**config.mk**
```make
export PLATFORM = sky130hd
export DESIGN_NAME = seq_divider_8b
export DESIGN_NICKNAME = d
export VERILOG_FILES = /design/src/rtl/seq_divider_8b.sv
export SDC_FILE = /design/constraint.sdc
export NUM_CORES = 1
export LEC_CHECK = 0
export CORE_AREA = 2 2 61 63
export DETAILED_ROUTE_END_ITERATION = 7
export DIE_AREA = 0 0 63 65
export HOLD_SLACK_MARGIN = 0.08
export PLACE_DENSITY = 0.8
export SYNTH_ARGS = -nofsm -noshare
export SYNTH_HDL_FRONTEND = slang
export SYNTH_SLANG_ARGS = --single-unit
```
**constraint.sdc**
```tcl
create_clock -name clk -period 3.4 [get_ports clk]
set_input_delay 1.02 -clock clk [delete_from_list [all_inputs] [get_ports clk]]
set_output_delay 1.02 -clock clk [all_outputs]
set_load 0.03 [all_outputs]
```
**src/rtl/seq_divider_8b.sv**
```systemverilog
// Sequential 8-bit by 4-bit unsigned restoring divider: one quotient bit per cycle.
// Start accepted in IDLE/DONE only; 9-cycle start-to-done latency, 1 cycle for divide-by-zero.
module seq_divider_8b (
   input  logic       clk,
   input  logic       rst,
   input  logic       start,
   input  logic [7:0] dividend,
   input  logic [3:0] divisor,
   output logic       busy,
   output logic       done,
   output logic [7:0] quotient,
   output logic [3:0] remainder,
   output logic       div_by_zero
);

   typedef enum logic [1:0] {
      ST_IDLE = 2'd0,
      ST_CALC = 2'd1,
      ST_DONE = 2'd2
   } state_t;

   state_t     r_state;
   logic [2:0] r_cnt;
   logic [7:0] r_dvd;
   logic [3:0] r_dvs;
   logic [3:0] r_pr;
   logic [7:0] r_q;
   logic [7:0] r_quotient;
   logic [3:0] r_remainder;
   logic       r_dbz;
   logic       r_busy;
   logic       r_done;

   logic [4:0] w_pr_sh;
   logic       w_ge;
   logic [3:0] w_pr_nx;
   logic [7:0] w_q_nx;
   logic       w_accept;

   // One restoring step; a non-restored remainder is always below the divisor, so bit 4 is zero.
   assign w_pr_sh  = {r_pr, r_dvd[7]};
   assign w_ge     = (w_pr_sh >= {1'b0, r_dvs});
   assign w_pr_nx  = w_ge ? 4'(w_pr_sh - {1'b0, r_dvs}) : w_pr_sh[3:0];
   assign w_q_nx   = {r_q[6:0], w_ge};
   assign w_accept = start && (r_state != ST_CALC);

   always_ff @(posedge clk) begin
      if (rst) begin
         r_state     <= ST_IDLE;
         r_cnt       <= 3'd0;
         r_dvd       <= 8'd0;
         r_dvs       <= 4'd0;
         r_pr        <= 4'd0;
         r_q         <= 8'd0;
         r_quotient  <= 8'd0;
         r_remainder <= 4'd0;
         r_dbz       <= 1'b0;
         r_busy      <= 1'b0;
         r_done      <= 1'b0;
      end else begin
         case (r_state)
            ST_CALC: begin
               r_dvd <= {r_dvd[6:0], 1'b0};
               r_pr  <= w_pr_nx;
               r_q   <= w_q_nx;
               r_cnt <= r_cnt + 3'd1;
               if (r_cnt == 3'd7) begin
                  r_state     <= ST_DONE;
                  r_quotient  <= w_q_nx;
                  r_remainder <= w_pr_nx;
                  r_dbz       <= 1'b0;
                  r_busy      <= 1'b0;
                  r_done      <= 1'b1;
               end
            end
            default: begin
               if (w_accept) begin
                  r_dvd <= dividend;
                  r_dvs <= divisor;
                  r_cnt <= 3'd0;
                  r_pr  <= 4'd0;
                  r_q   <= 8'd0;
                  if (divisor == 4'd0) begin
                     // Divide-by-zero skips CALC and reports saturated quotient immediately.
                     r_state     <= ST_DONE;
                     r_quotient  <= 8'hFF;
                     r_remainder <= dividend[3:0];
                     r_dbz       <= 1'b1;
                     r_busy      <= 1'b0;
                     r_done      <= 1'b1;
                  end else begin
                     r_state <= ST_CALC;
                     r_busy  <= 1'b1;
                     r_done  <= 1'b0;
                  end
               end else begin
                  r_state <= ST_IDLE;
                  r_busy  <= 1'b0;
                  r_done  <= 1'b0;
               end
            end
         endcase
      end
   end

   assign busy        = r_busy;
   assign done        = r_done;
   assign quotient    = r_quotient;
   assign remainder   = r_remainder;
   assign div_by_zero = r_dbz;

endmodule

```
==> metrics.md, run 1 <==
| Metric | Value |
|---|---|
| Int Power | `0.6518 mW` |
| Comb pwr share | `18.3%` |
| Non-filler cells, final | `289` |
| Synth warn | `0` |
| GRT Util Overall | `20.44%` |
| WHS Endpoint | `r_dvs[1]$_SDFFE_PP0P_` |
| CP Class | `input pin to flip-flop` |
| CP arrival | `2.87 ns` |
| CP peak stage delay | `0.43 ns` |
| Initial antenna violation count | `0` |
| R2R depth | `7` |
| Routed length per placed instance | `13.25 um` |
| Detailed-route via count | `1592` |
| Clock power frac | `25.8%` |
| RSZ-0062 raised after global routing | `false` |
| Peak VDD IR | `0.2716 mV` |
| Worst-margin pin slew | `0.4759 ns` |
| Post-Route Setup TNS | `0 ns` |
| Ys async rst share | `0%` |
| CTS Buf Count | `5` |
| Cells after synthesis | `217` |
| Total wire length | `3830 um` |
| Psw | `0.2684 mW` |
| Tmin final | `2.628 ns` |
| R2R setup slack | `1.23 ns` |
| Post-CTS Hold Fix Bufs | `0` |
| Clk buf depth | `2` |
| Hpwl dp | `2638 um` |
| Starting Density | `52.68%` |
| Routability Congestion | `0.7963` |
| Count of different cell masters after synthesis | `38` |
| Status | `finished clean` |
| Leakage power total | `0.8195 nW` |
| Grt total ovfl | `0` |
| Main synth FF type | `dfxtp_1` |
| Net switching fraction of the power | `29.17%` |
| Vias per cell | `5.509` |
| DR DRC count | `0` |
| Antenna cells | `0` |
| Final Power | `0.9201 mW` |
| Hold Startpoint | `r_dvs[1]$_SDFFE_PP0P_` |
| Clock-pin transition on the worst setup and hold timing paths | `0.11 ns` |
| CP Launch Type | `input pin` |
| CTS Root Cell | `clkbuf_4` |
| First-pass GRT wire length | `6651 um` |
| Slowest-stage cell, CP | `clkdlybuf4s50_1` |
| Fillcell total | `315` |
| Commonest non-fill, non-tap cells in the layout | `dfxtp_1, clkdlybuf4s50_1, nor2_1` |
| Post-Syn Nets | `239` |
| Final Max Slew Viols | `0` |
| Post-layout util | `63.17%` |
| Post-CTS Setup Inserts | `0` |
| Clock skew | `0.008511 ns` |
| Die height | `65 um` |
| Reg power frac | `55.8%` |
| Die ar. | `4095 sq um` |
| Worst hold path depth | `2` |
| Reg2Reg Capture Point | `remainder[2]$_SDFFE_PP0P_` |
| Min-Delay Path Class | `flip-flop to flip-flop` |
| CP top delay family | `simple AND/OR/NAND/NOR gates` |
| Final #Nets | `262` |
| Via count of the first global-routing pass | `1472` |
| Placed Cells | `281` |
| Post-CTS sizing | `0` |
| Number of synthesized flops with an enable pin | `0` |
| Endpoints failing hold | `0` |
| Mapped cell area | `1842 sq um` |
| CTS tree | `done` |
| Die Wd | `63 um` |
| Setup violations, final | `0` |
| Largest net degree at the start of global routing | `44` |
| CTS Sinks | `41` |
| ANT nets after route | `0` |
| Crit end category | `flip-flop` |
| DRT iter0 DRCs | `88` |
| Post-Synthesis Mean Instance Area | `8.487 sq um` |
| Max Cap Viol | `0` |
| Area Overhead vs Synth | `19.91%` |
| Row count | `22` |
| Layout cells sized above 1 | `7.054%` |
| First-pass DRT Iterations | `4` |
| Clock Latency Late Sink | `0.35 ns` |
| Commonest non-fill, non-tap cell in the layout | `dfxtp_1` |
| RR Startpoint | `r_dvd[7]$_SDFFE_PP0N_` |
| Worst path bufs/invs | `1` |
| CP max FO | `14` |
| Worst path required time | `3.64 ns` |
| I/O Buffers | `29` |
| Io pins | `30` |
| H-tree depth | `2` |
| Seq/Total Area, Yosys | `44.57%` |
| Max Freq | `0.3805 GHz` |
| Relative slew margins | `68.20%` |
| Core footprint | `3496 sq um` |
| Critical path, cell by cell | `clkdlybuf4s50_1, nor4_1, nand3_1, nand2_1, nor2_1, a311oi_1` |
| PwrDens | `416.7 nW/um^2` |
| Final period util | `77.30%` |
| Flops & latches, synth | `41` |
power by group through the flow:
stage / Sequential [mW] / Clock [mW] / Combinational, mW
floorplan: 0.530 / 0 / 0.110
global placement: 0.524 / 0 / 0.163
detailed placement: 0.524 / 0 / 0.166
CTS: 0.514 / 0.243 / 0.168
global route: 0.517 / 0.266 / 0.186
finish: 0.514 / 0.238 / 0.169
area by class of cell:
type,count,area (sq um),area share (%)
Inverter,6,22.52,1.020
Timing Repair Buffer,33,320.3,14.50
Multi-Input combinational cell,153,929.6,42.10
Clock buffer,5,37.54,1.700
Sequential cell,41,820.8,37.17
Clock inverter,3,17.52,0.7932
Tap cell,48,60.06,2.720
cell usage after synthesis (3+ instances only):
| cell type | instances | share of area [%] |
|---|---|---|
| dfxtp_1 | 41 | 45 |
| nor2_1 | 28 | 5.7 |
| nand2_1 | 26 | 5.3 |
| a21oi_1 | 18 | 4.9 |
| nor3_1 | 14 | 3.8 |
| clkbuf_1 | 12 | 2.4 |
| mux2i_1 | 9 | 4.9 |
| nand3b_1 | 9 | 3.7 |
| nand3_1 | 8 | 2.2 |
| a211oi_1 | 7 | 2.9 |
| ha_1 | 6 | 4.1 |
| inv_1 | 6 | 1.2 |
| buf_2 | 4 | 1.1 |
| a311oi_1 | 3 | 1.4 |
| nand2b_1 | 3 | 1.0 |
routing by layer:
layer	vias up	global-route usage, %	share of wire [%]
met4	0	7.778	1.6
met2	52	32.58	44
met1	731	27.84	48
li1	802	-	-
met3	7	3.299	6.2
met5	-	0	0
stage by stage:
step / hold WS [ns] / worst slack, ns / instance area (sq um)
floorplan: 0.4363 / 1.285 / 1842
global placement: 0.4441 / 0.5059 / 2153
detailed placement: 0.4506 / 0.4040 / 2153
CTS: 0.4662 / 0.7577 / 2208
global route: 0.4889 / 0.5302 / 2208
finish: 0.4642 / 0.7717 / 2208
worst reg2reg max path: stages (launching register included):
cell	delay, ns
dfxtp_1	0.36
inv_1	0.07
ha_1	0.32
nand2b_1	0.15
a2111o_1	0.47
nand2_4	0.13
mux2_1	0.37
a311oi_1	0.24
logic make-up (layout without fill, tap and decap cells):
kind of cell	after synthesis	after routing	share of synthesized area (%)
buf+inv	23	47	4.959
simple gates	95	95	24.53
mux	11	11	6.114
xor+xnor	2	2	0.9513
fa+ha+maj	7	7	5.163
compound gates	38	38	13.72
flops	41	41	44.57
worst max path at each step:
stage | start | to | slack [ns] | cells after the start
final | divisor[3] | quotient[0]$_SDFFE_PP0P_ | 0.77 | 6
after global routing | divisor[3] | quotient[0]$_SDFFE_PP0P_ | 0.53 | 6
after CTS | divisor[3] | quotient[0]$_SDFFE_PP0P_ | 0.76 | 6
after detailed placement | divisor[3] | quotient[0]$_SDFFE_PP0P_ | 0.40 | 6
after global placement | divisor[3] | remainder[0]$_SDFFE_PP0P_ | 0.51 | 6
after floorplan | divisor[3] | quotient[1]$_SDFFE_PP0P_ | 1.28 | 6
flip-flops by register name (all words and copies together), names as in the netlist, 3 cells and up:
register	flops
quotient	8
r_cnt	3
r_dvd	8
r_dvs	4
r_pr	4
r_q	7
remainder	4
No activity file was read; power rests on OpenSTA's default activity.
==> run 2: changes to the inputs <==
==> config.mk (replaced) <==
export PLATFORM = sky130hd
export DESIGN_NAME = seq_divider_8b
export DESIGN_NICKNAME = d
export VERILOG_FILES = /design/src/rtl/seq_divider_8b.sv
export SDC_FILE = /design/constraint.sdc
export NUM_CORES = 1
export LEC_CHECK = 0
export CORE_AREA = 2 2 63 65
export DETAILED_ROUTE_END_ITERATION = 7
export DIE_AREA = 0 0 65 67
export HOLD_SLACK_MARGIN = 0.08
export PLACE_DENSITY = 0.76
export SYNTH_ARGS = -nofsm -noshare
export SYNTH_HDL_FRONTEND = slang
export SYNTH_SLANG_ARGS = --single-unit
==> constraint.sdc (replaced) <==
create_clock -name clk -period 2.58 [get_ports clk]
set_input_delay 0.774 -clock clk [delete_from_list [all_inputs] [get_ports clk]]
set_output_delay 0.774 -clock clk [all_outputs]
set_load 0.03 [all_outputs]
==> metrics.md, run 2 (same netlist as run 1, synthesis figures left out) <==
| Metric | Value |
|---|---|
| Row count | `22` |
| Fillcell total | `324` |
| Crit end category | `flip-flop` |
| Largest net degree at the start of global routing | `43` |
| Vias per cell | `5.256` |
| Final Max Slew Viols | `0` |
| Placed Cells | `285` |
| Clock Latency Late Sink | `0.29 ns` |
| Starting Density | `51.08%` |
| Critical path, cell by cell | `clkdlybuf4s50_1, nor4_1, buf_4, nand3_1, nand2_1, buf_4, nor2_1, nor3_1` |
| Setup violations, final | `0` |
| Die Wd | `65 um` |
| H-tree depth | `2` |
| Hpwl dp | `2754 um` |
| Commonest non-fill, non-tap cells in the layout | `dfxtp_1, clkdlybuf4s50_1, nor2_1` |
| Die height | `67 um` |
| CTS Buf Count | `5` |
| Post-CTS sizing | `0` |
| PwrDens | `587.4 nW/um^2` |
| First-pass DRT Iterations | `4` |
| Status | `finished clean` |
| Clock skew | `0.007408 ns` |
| CTS Sinks | `41` |
| I/O Buffers | `29` |
| CP Launch Type | `input pin` |
| Initial antenna violation count | `0` |
| Non-filler cells, final | `293` |
| DR DRC count | `0` |
| R2R setup slack | `0.41 ns` |
| Via count of the first global-routing pass | `1350` |
| Relative slew margins | `67.82%` |
| Post-CTS Setup Inserts | `0` |
| Max Freq | `0.4481 GHz` |
| Commonest non-fill, non-tap cell in the layout | `dfxtp_1` |
| Routability Congestion | `0.7950` |
| Post-layout util | `63.22%` |
| CP Class | `input pin to flip-flop` |
| CTS Root Cell | `clkbuf_8` |
| RSZ-0062 raised after global routing | `false` |
| Antenna cells | `0` |
| Clock-pin transition on the worst setup and hold timing paths | `0.08 ns` |
| Die ar. | `4355 sq um` |
| Min-Delay Path Class | `flip-flop to flip-flop` |
| CP max FO | `9` |
| CP arrival | `2.44 ns` |
| Slowest-stage cell, CP | `clkdlybuf4s50_1` |
| ANT nets after route | `0` |
| First-pass GRT wire length | `6458 um` |
| Core footprint | `3606 sq um` |
| Final period util | `86.50%` |
| Critical path's most frequent cell | `buf_4` |
| Peak VDD IR | `0.4778 mV` |
| Worst-margin pin slew | `0.4817 ns` |
| Worst path required time | `2.79 ns` |
| Tmin final | `2.232 ns` |
| Area Overhead vs Synth | `23.78%` |
| Final #Nets | `266` |
| Detailed-route via count | `1540` |
| Endpoints failing hold | `0` |
| Grt total ovfl | `0` |
| Layout cells sized above 1 | `8.571%` |
| Max Cap Viol | `0` |
| Post-CTS Hold Fix Bufs | `0` |
| Post-Route Setup TNS | `0 ns` |
| CTS tree | `done` |
| Io pins | `30` |
| Clk buf depth | `2` |
| DRT iter0 DRCs | `118` |
| GRT Util Overall | `19.54%` |
| Total wire length | `3843 um` |
| Routed length per placed instance | `13.12 um` |
| Final Power | `1.339 mW` |
| CP peak stage delay | `0.42 ns` |
| Leakage power total | `0.8595 nW` |
-- run 2: path summary, 6_finish.rpt --
check	start	end	cells after the start
min reg2reg	r_dvs[1]$_SDFFE_PP0P_	r_dvs[1]$_SDFFE_PP0P_	2
max reg2reg	r_dvd[7]$_SDFFE_PP0N_	remainder[2]$_SDFFE_PP0P_	7
min	r_dvs[1]$_SDFFE_PP0P_	r_dvs[1]$_SDFFE_PP0P_	2
max	divisor[3]	quotient[5]$_SDFFE_PP0P_	8
-- run 2: critical path, delay by kind of cell --
family | cells | cell delay, ns
AND/OR/NAND/NOR | 5 | 0.87
buffers and inverters | 3 | 0.79
-- run 2: final cells by class --
cell class	instances	area, sq um	area share, %
clock buffers	6	82.58	3.622
clock inverters	2	13.76	0.6037
inverters	6	22.52	0.9879
multi-input cells	153	929.6	40.78
flip-flops and latches	41	820.8	36.00
well taps	48	60.06	2.634
repair buffers	37	350.3	15.37
-- run 2: layer usage --
metal	GRT usage, %	share of wire, %
met5	0	0
met4	4.787	0.94
met3	5.068	5.3
met2	29.38	44
met1	27.77	50
-- run 2: stage by stage --
stage               setup WS (ns)  area [sq um]  hold slack [ns]
floorplan                  0.5971          1842           0.4363
global placement           0.1480          2183           0.4454
detailed placement        0.04460          2183           0.4508
CTS                        0.3457          2280           0.4617
global route              0.08853          2280           0.4910
finish                     0.3483          2280           0.4564
-- run 2: report_power, final --
group | switching (mW) | leakage (nW) | internal (mW)
clock network | 0.223 | 0.0512 | 0.217
logic | 0.126 | 0.474 | 0.0976
registers | 0.0162 | 0.334 | 0.660
==> run 3: changes to the inputs <==
==> config.mk (replaced) <==
export PLATFORM = sky130hd
export DESIGN_NAME = seq_divider_8b
export DESIGN_NICKNAME = d
export VERILOG_FILES = /design/src/rtl/seq_divider_8b.sv
export SDC_FILE = /design/constraint.sdc
export NUM_CORES = 1
export LEC_CHECK = 0
export CORE_AREA = 2 2 71 73
export DETAILED_ROUTE_END_ITERATION = 7
export DIE_AREA = 0 0 73 75
export HOLD_SLACK_MARGIN = 0.08
export SYNTH_ARGS = -nofsm -noshare
export SYNTH_HDL_FRONTEND = slang
export SYNTH_SLANG_ARGS = --single-unit
==> metrics.md, run 3 (same netlist as run 1, synthesis figures left out) <==
| Metric | Value |
|---|---|
| Final Max Slew Viols | `0` |
| Row count | `25` |
| H-tree depth | `2` |
| Worst path required time | `2.80 ns` |
| I/O Buffers | `29` |
| Reg area | `820.8 sq um` |
| Status | `finished clean` |
| CP arrival | `2.49 ns` |
| Relative slew margins | `66.43%` |
| Max Freq | `0.4402 GHz` |
| WL met1 | `2040 um` |
| ANT nets after route | `0` |
| Setup violations, final | `0` |
| Wire length on met3 | `107 um` |
| Post-CTS sizing | `0` |
| Post-CTS Hold Fix Bufs | `0` |
| Die ar. | `5475 sq um` |
| Crit end category | `flip-flop` |
| DR DRC count | `0` |
| CP max FO | `14` |
| Io pins | `30` |
| Core footprint | `4661 sq um` |
| Antenna cells | `0` |
| Final Cell Area | `2333 sq um` |
| Max Cap Viol | `0` |
| Post-DP Area | `2196 sq um` |
| Initial antenna violation count | `0` |
| Commonest non-fill, non-tap cells in the layout | `dfxtp_1, clkdlybuf4s50_1, nor2_1` |
| Setup WS pre-CTS | `-0.01636 ns` |
| Min-Delay Path Class | `flip-flop to flip-flop` |
| CP Class | `input pin to flip-flop` |
| Final period util | `88.05%` |
| Die height | `75 um` |
| CTS tree | `done` |
| First-pass DRT Iterations | `4` |
| Routed length per placed instance | `13.20 um` |
| GRT Util Overall | `16.09%` |
| PwrDens | `656.2 nW/um^2` |
| CTS Buf Count | `5` |
| First-pass GRT wire length | `6803 um` |
| Final worst setup slack | `0.3083 ns` |
| Hpwl dp | `2836 um` |
| Largest net degree at the start of global routing | `43` |
| Area Overhead vs Synth | `26.70%` |
| Multi-input gate area | `929.6 sq um` |
| DRT iter0 DRCs | `59` |
| RSZ-0062 raised after global routing | `false` |
| Total wire length | `3933 um` |
| Met2 routed WL | `1759 um` |
| Layout cells sized above 1 | `8.197%` |
| Clock skew | `0.01020 ns` |
| CTS Sinks | `41` |
| Die Wd | `73 um` |
| Detailed-route via count | `1509` |
| Clk buf depth | `2` |
| Peak VDD IR | `0.5748 mV` |
| Clock Latency Late Sink | `0.30 ns` |
| Clock-pin transition on the worst setup and hold timing paths | `0.09 ns` |
| Routability Congestion | `0.7691` |
| Top Metal Used | `met4` |
| Worst-margin pin slew | `0.5036 ns` |
| Tmin final | `2.272 ns` |
| Post-CTS Setup Inserts | `0` |
| Endpoints failing hold | `0` |
| Final #Nets | `265` |
| Via count of the first global-routing pass | `1488` |
| Grt total ovfl | `0` |
| CP Launch Type | `input pin` |
| Fillcell total | `447` |
| Starting Density | `39.52%` |
| Leakage power total | `0.8782 nW` |
| CTS Root Cell | `clkbuf_8` |
| Hold Slack | `0.4578 ns` |
| Vias per cell | `5.064` |
| Commonest non-fill, non-tap cell in the layout | `dfxtp_1` |
-- run 3: changes by cell type in the layout (fill, tap and decap cells not counted) --
cell       previous run  this run
buf_4                 8         6
clkinv_2              1         0
clkbuf_8              6         5
buf_12                0         1
inv_6                 0         1
bufinv_16             0         2
clkinv_4              1         0
-- run 3: per-layer routing --
layer / vias to the layer above / track usage (%)
li1: 806 / -
met1: 683 / 22.33
met2: 18 / 24.62
met3: 2 / 4.150
met4: 0 / 4.938
met5: - / 0
-- run 3: report_power, final --
group	internal, mW	total [mW]	switching (mW)
Sequential	0.660	0.676	0.0157
Clock	0.390	0.629	0.239
Combinational	0.102	0.227	0.125
-- run 3: path summary, 6_finish.rpt --
check | startpoint | end | slack (ns) | cells past startpoint
setup / recovery | divisor[3] | remainder[0]$_SDFFE_PP0P_ | 0.31 | 7
hold / removal | r_dvs[1]$_SDFFE_PP0P_ | r_dvs[1]$_SDFFE_PP0P_ | 0.46 | 2
setup reg to reg | r_dvd[7]$_SDFFE_PP0N_ | remainder[2]$_SDFFE_PP0P_ | 0.45 | 7
hold reg to reg | r_dvs[1]$_SDFFE_PP0P_ | r_dvs[1]$_SDFFE_PP0P_ | 0.46 | 2
-- run 3: layout make-up --
type / instances / share of cell area, %
Inverter: 6 / 0.9651
Clock buffer: 5 / 2.949
Tap cell: 54 / 2.895
Sequential cell: 41 / 35.17
Timing Repair Buffer: 36 / 15.23
Multi-Input combinational cell: 153 / 39.84
Clock inverter: 3 / 2.949
-- run 3: worst max-delay path, stage by stage --
cell             delay, ns
clkdlybuf4s50_1       0.42
nor4_1                0.48
nand3_1               0.21
nand2_1               0.11
buf_4                 0.20
nor2_1                0.07
a311oi_2              0.22
-- run 3: through the flow --
stage          power, mW   TNS, ns  utilization (%)  instances
6_report           1.531         0            50.07        298
5_1_grt            1.592         0            50.07        298
4_1_cts            1.541         0            50.07        298
3_5_place_dp      0.9190  -0.04157            47.11        290
3_3_place_gp      0.9175         0            47.11        290
2_1_floorplan     0.8436         0                -        217
